**config.mk**
```make
export PLATFORM = sky130hd
export DESIGN_NAME = sbit_deadtime_oneshot
export DESIGN_NICKNAME = d
export VERILOG_FILES = /design/src/rtl/sbit_deadtime_oneshot.sv
export SDC_FILE = /design/constraint.sdc
export NUM_CORES = 1
export LEC_CHECK = 0
export ABC_AREA = 1
export CAP_MARGIN = 15
export CORE_ASPECT_RATIO = 0.8
export CORE_UTILIZATION = 55
export DETAILED_ROUTE_END_ITERATION = 10
export PLACE_DENSITY_LB_ADDON = 0.3
export SYNTH_ARGS = -nofsm -noshare
export SYNTH_HDL_FRONTEND = slang
export SYNTH_SLANG_ARGS = --single-unit
export TNS_END_PERCENT = 1
```
**constraint.sdc**
```tcl
create_clock -name clock -period 21.1 [get_ports clock]
set_clock_uncertainty 0.05 [all_clocks]
set_input_delay 2.11 -clock clock [delete_from_list [all_inputs] [get_ports clock]]
set_output_delay 2.11 -clock clock [all_outputs]
set_load 0.05 [all_outputs]
```
**src/rtl/sbit_deadtime_oneshot.sv**
```systemverilog
// sbit_deadtime_oneshot: gates S-bits by alignment/mask, converts each channel to one-shot pulses with a deadtime, counts hit cycles (clock/reset_i in; sbits_i, aligned_i, mask_i, deadtime_i, hitcnt_clear_i in; sbits_o, active_o, hit_count_o out)
module sbit_deadtime_oneshot #(
  parameter int MXSBITS       = 64,
  parameter int DEADTIME_BITS = 4,
  parameter int HITCNT_BITS   = 16
) (
  input  logic                     clock,
  input  logic                     reset_i,
  input  logic [MXSBITS-1:0]       sbits_i,
  input  logic                     aligned_i,
  input  logic                     mask_i,
  input  logic [DEADTIME_BITS-1:0] deadtime_i,
  input  logic                     hitcnt_clear_i,
  output logic [MXSBITS-1:0]       sbits_o,
  output logic                     active_o,
  output logic [HITCNT_BITS-1:0]   hit_count_o
);
  logic [DEADTIME_BITS-1:0] cnt [MXSBITS];
  logic en;
  assign en = aligned_i && !mask_i;
  always_ff @(posedge clock or posedge reset_i)
    if (reset_i) begin
      active_o    <= 1'b0;
      sbits_o     <= '0;
      hit_count_o <= '0;
      for (int n = 0; n < MXSBITS; n++) cnt[n] <= '0;
    end else begin
      active_o    <= en;
      hit_count_o <= hitcnt_clear_i ? '0 : (|sbits_o && !(&hit_count_o)) ? hit_count_o + 1'b1 : hit_count_o;
      for (int n = 0; n < MXSBITS; n++) begin
        sbits_o[n] <= en && cnt[n] == '0 && sbits_i[n];
        cnt[n]     <= !en ? '0 : cnt[n] != '0 ? cnt[n] - 1'b1 : sbits_i[n] ? deadtime_i : '0;
      end
    end
endmodule
```
# ---- Word-level counts from Yosys, hierarchy flattened
# Index checks and enable logic that the tools add are counted.
dict set report classes {
  n_reduce_logical 263
  n_mux 194
  add_sub_neg 65
}
# operator n
set op_table {}
lappend op_table {{2-to-1 mux 4 bit} 192}
lappend op_table {{zero test 4 bit} 64}
lappend op_table {{nonzero test 4 bit} 64}
lappend op_table {{subtractor 4 x 1 -> 4 bit, second input constant} 64}
lappend op_table {{logical AND 1 bit} 130}
lappend op_table {{OR reduction 64 bit} 1}
lappend op_table {{2-to-1 mux 16 bit} 2}
lappend op_table {{adder 16 x 1 -> 16 bit, second input constant} 1}
lappend op_table {{AND reduction 16 bit} 1}
lappend op_table {{zero test 1 bit} 2}
lappend op_table {{nonzero test 2 bit} 1}
dict set report totals {
  word_cells 589
  ff_bits 337
  output_inout_bits 81
  input_bits 73
}

# ---- Depth between registers and ports, before layout
dict set report depth {
  ltp_word 5
  mapped_depth 10
  depth_no_buf 10
}

# ---- Least setup slack after synthesis
# No wires, ideal clock.
dict set report synth_path {
  path_type {input port to flip-flop}
  startpoint {in aligned_i}
  endpoint {reg cnt[1] (netlist name)}
  path_stages 6
  path_buffers 2
  required_time_ns 20.917
  setup_time_ns 0.133
  t_arrival_ns 2.986
  setup_slack_ns 17.931
  path_cell_list {inv_1 nor2_4 inv_2 clkbuf_1 clkbuf_1 o31ai_1}
}
dict set report synth_via {
  elab_chain_len 2
}
# element line
set synth_rtl {}
lappend synth_rtl {{from (decl)} 10} ;# input logic aligned_i,
lappend synth_rtl {{logical AND 1 bit} 20} ;# assign en = aligned_i && !mask_i;
lappend synth_rtl {{2-to-1 mux 4 bit} 32} ;# cnt[n] <= !en ? '0 : cnt[n] != '0 ? cnt[n] - 1'b1 : sbits_i[n] ? deadtime_i : '0;
lappend synth_rtl {{to (signal, indexed assignment)} 32}
lappend synth_rtl {{to (decl)} 18} ;# logic [DEADTIME_BITS-1:0] cnt [MXSBITS];
# No other way between the ends.
# A chain may end at the register's enable or synchronous reset.

==> summary.md <==
| Metric | Value |
|---|---|
| Synth Warn # | 0 |
| Critical path launch point type | input pin |
| Area fraction of the dominant cell type after synthesis | 48.8% |
| Total global routing overflow | 0 |
| Highest net fanout along the worst path | approximately 130 |
| Number of instances in the synthesized netlist | around 1800 |
| H-Tree Level Count | 2 |
| Portion of the post-synthesis area used by sequential elements | between 40% and 50% |
| Final setup TNS | 0 ns |
| Ant. Diodes | 0 |
| Pre-Repair DR Iteration Count | 7 |
| Count of nets after finishing | approximately 2100 |
| Highest clock rate | about 0.21 GHz |
| Vias/cell | between 5 and 6 |
| Required time of the worst setup path | between 20 and 25 ns |
| Worst-margin pin slew | around 1 ns |
| Final Hold Viols | 0 |
| Post-detailed-routing wire length | roughly 40000 microns |
| Max IR drop VDD | 0.0000487 V |
| Post-CTS resize count | 0 |
| Area of the mapped netlist | roughly 17000 sq um |
| All-Layer GR Usage | roughly 25% |
| Final worst path period share | 22.2% |
| Endpoint class of the critical path | asynchronous set/reset pin |
| Worst slew margin relative to its limit | roughly a third |
| Yosys top cell by area | dfrtp_1 |
| Syn avg cell area | just under 10 sq um |
| Classification of the worst setup path | input pin to asynchronous set/reset pin |
| Post-CTS Setup Bufs | 0 |
| Reported max-cap violation count | 0 |
| # setup viols final | 0 |
| Run status | finished clean |
| Count of routing violations after the opening detailed-route iteration | just under 900 |
| Area growth syn-to-layout | 17.3% |
| Wire length per cell | between 15 and 20 microns |
| Count of boundary I/O pins | roughly 150 |
| Register-to-Register Setup Slack | ~19 ns |
| Die extent in y | between 150 and 200 microns |
| Data arrival time of the worst path | roughly 5.2 ns |
| Flop and latch count out of synthesis | about 340 |
| Number of unique standard cell types used by synthesis | 30 |
| Leading cell types by total area after synthesis | dfrtp_1 49%, ha_1 9.3%, a32o_1 7.3% |
| Insertion delay to the later sink of the worst-skew pair | ~0.51 ns |
| Clk sinks | between 300 and 400 |
| Commonest non-fill, non-tap cell in the layout | dfrtp_1 |
| Power Dens Cells | ~110 nW/um^2 |
| Die Footprint | between 30000 and 40000 sq um |
| Initial antenna violation count | 0 |
| Largest buffer count on any clock path | 3 |
| Core ar. | about 31000 sq um |
| Maximum number of pins on one net before global-route repair | 196 |
| Total vias in the final route | ~13000 |
| Via count of the first global-routing pass | ~13000 |
| Floorplan die width | between 200 and 250 microns |
| Standard-cell row count | 57 |
| Starting Density | a little under three fifths |
| Setup repair after global routing missed its margin | false |
| Total leakage power | 9.57 nW |
| Remaining number of nets flagged by the antenna check after routing | 0 |
| Number of CTS-inserted buffers | 36 |
| Final min period | about 4.7 ns |
| IO buf count | around 150 |
| Synthesized net count | a little under 2000 |
| Ratio of cells with drive above 1 in the final layout | under 10% |
| Global placer's final weighted congestion | between 0.8 and 0.9 |
| Max-slew violation count | 0 |
| Clk slew on worst S/H paths | around 0.060 ns |
| Hold crit path type | flop to flop |
| Most frequent cells in the layout | 337 x dfrtp_1, 281 x inv_1, 194 x nand2_1 |
| Global-route wire length before repair | ~67000 microns |
| CTS Root Buffer Type | clkbuf_16 |
| Min Hold Slack | between 0.4 and 0.5 ns |
| DRC errors left | 0 |
| DPL Wire Length | 24200 microns |
| Total of hold buffers inserted after clock tree synthesis | 0 |
| TritonCTS clock tree | done |
| Layout fillers | around 2400 |
power breakdown:
group / internal [W] / switching (W) / leakage (nW)
clock network: 0.000382 / 0.000252 / 0.579
logic: 0.000277 / 0.000425 / 4.42
registers: 0.000748 / 0.0000728 / 4.56
total: 0.00141 / 0.000750 / 9.57
kinds of logic after synthesis:
kind of cell	Yosys count	share of synthesized area [%]
compound gates	319	14.7
buf+inv	352	7.89
xor+xnor	135	6.84
flops	337	48.8
fa+ha+maj	129	9.34
simple gates	494	12.4
routing by layer:
metal  vias up  routed length [microns]  track usage (%)
met4         0                      880             7.83
met2       364                    18800             41.3
met3        64                     2030             3.41
met5         -                        0                0
li1       6245                        -                -
met1      6542                    18300             35.3
synthesized netlist by cell type:
master / number
o21bai_1: 1
buf_6: 1
a22oi_1: 3
o21ai_0: 6
o31ai_1: 63
nand2_4: 1
xor2_1: 67
nand2_1: 194
a32o_1: 126
inv_1: 282
buf_2: 25
a211oi_1: 59
a21oi_1: 61
nor2_1: 115
xnor2_1: 68
nand4_1: 15
ha_1: 129
nor4_1: 1
nand4_4: 1
nor2_2: 1
dfrtp_1: 337
nand3_1: 29
nor3_1: 133
nand2_2: 1
nor2_4: 2
clkbuf_1: 40
inv_2: 1
buf_4: 1
nor3b_1: 1
buf_1: 2
worst max-delay path: stages:
cell             delay, ns
clkdlybuf4s50_1       0.50
inv_8                 0.66
buf_4                 0.87
buf_4                 0.81
worst paths after layout:
check                                            from                         end  depth (start not counted)
worst max register to register  sbits_o[17]$_DFF_PP0_  hit_count_o[3]$_DFFE_PP0P_                         10
min in group asynchronous                     reset_i       sbits_o[37]$_DFF_PP0_                          2
max in group clock                             mask_i           cnt[57]$_DFF_PP0_                          7
worst min-delay path               cnt[216]$_DFF_PP0_          cnt[216]$_DFF_PP0_                          1
worst max-delay path                          reset_i           cnt[12]$_DFF_PP0_                          4
worst min register to register     cnt[216]$_DFF_PP0_          cnt[216]$_DFF_PP0_                          1
through the flow:
| stage | util [%] | setup slack (ns) | instances | power (W) | area [sq um] |
|---|---|---|---|---|---|
| after global routing | 66.1 | 15.93 | 2329 | 0.00229 | 20300 |
| after detailed placement | 62.3 | 15.76 | 2272 | 0.00152 | 19100 |
| after global placement | 62.3 | 15.80 | 2272 | 0.00149 | 19100 |
| final | 66.1 | 16.43 | 2329 | 0.00216 | 20300 |
| after CTS | 66.1 | 16.33 | 2329 | 0.00217 | 20300 |
| after floorplan | - | 9.60 | 1766 | 0.00135 | 17300 |
sequential cells by signal (all words and copies together) (netlist names):
register and flops:
cnt 256, sbits_o 64, hit_count_o 16, active_o 1
layout make-up:
class	count	area, sq um	share of cell area (%)
clock buffers	48	1050	5.17
clock inverters	9	123	0.605
inverters	283	1070	5.29
multi-input cells	1077	7480	36.9
flip-flops and latches	337	8430	41.6
well taps	413	517	2.55
repair buffers	162	1590	7.85
No activity file was read; power rests on OpenSTA's default activity.
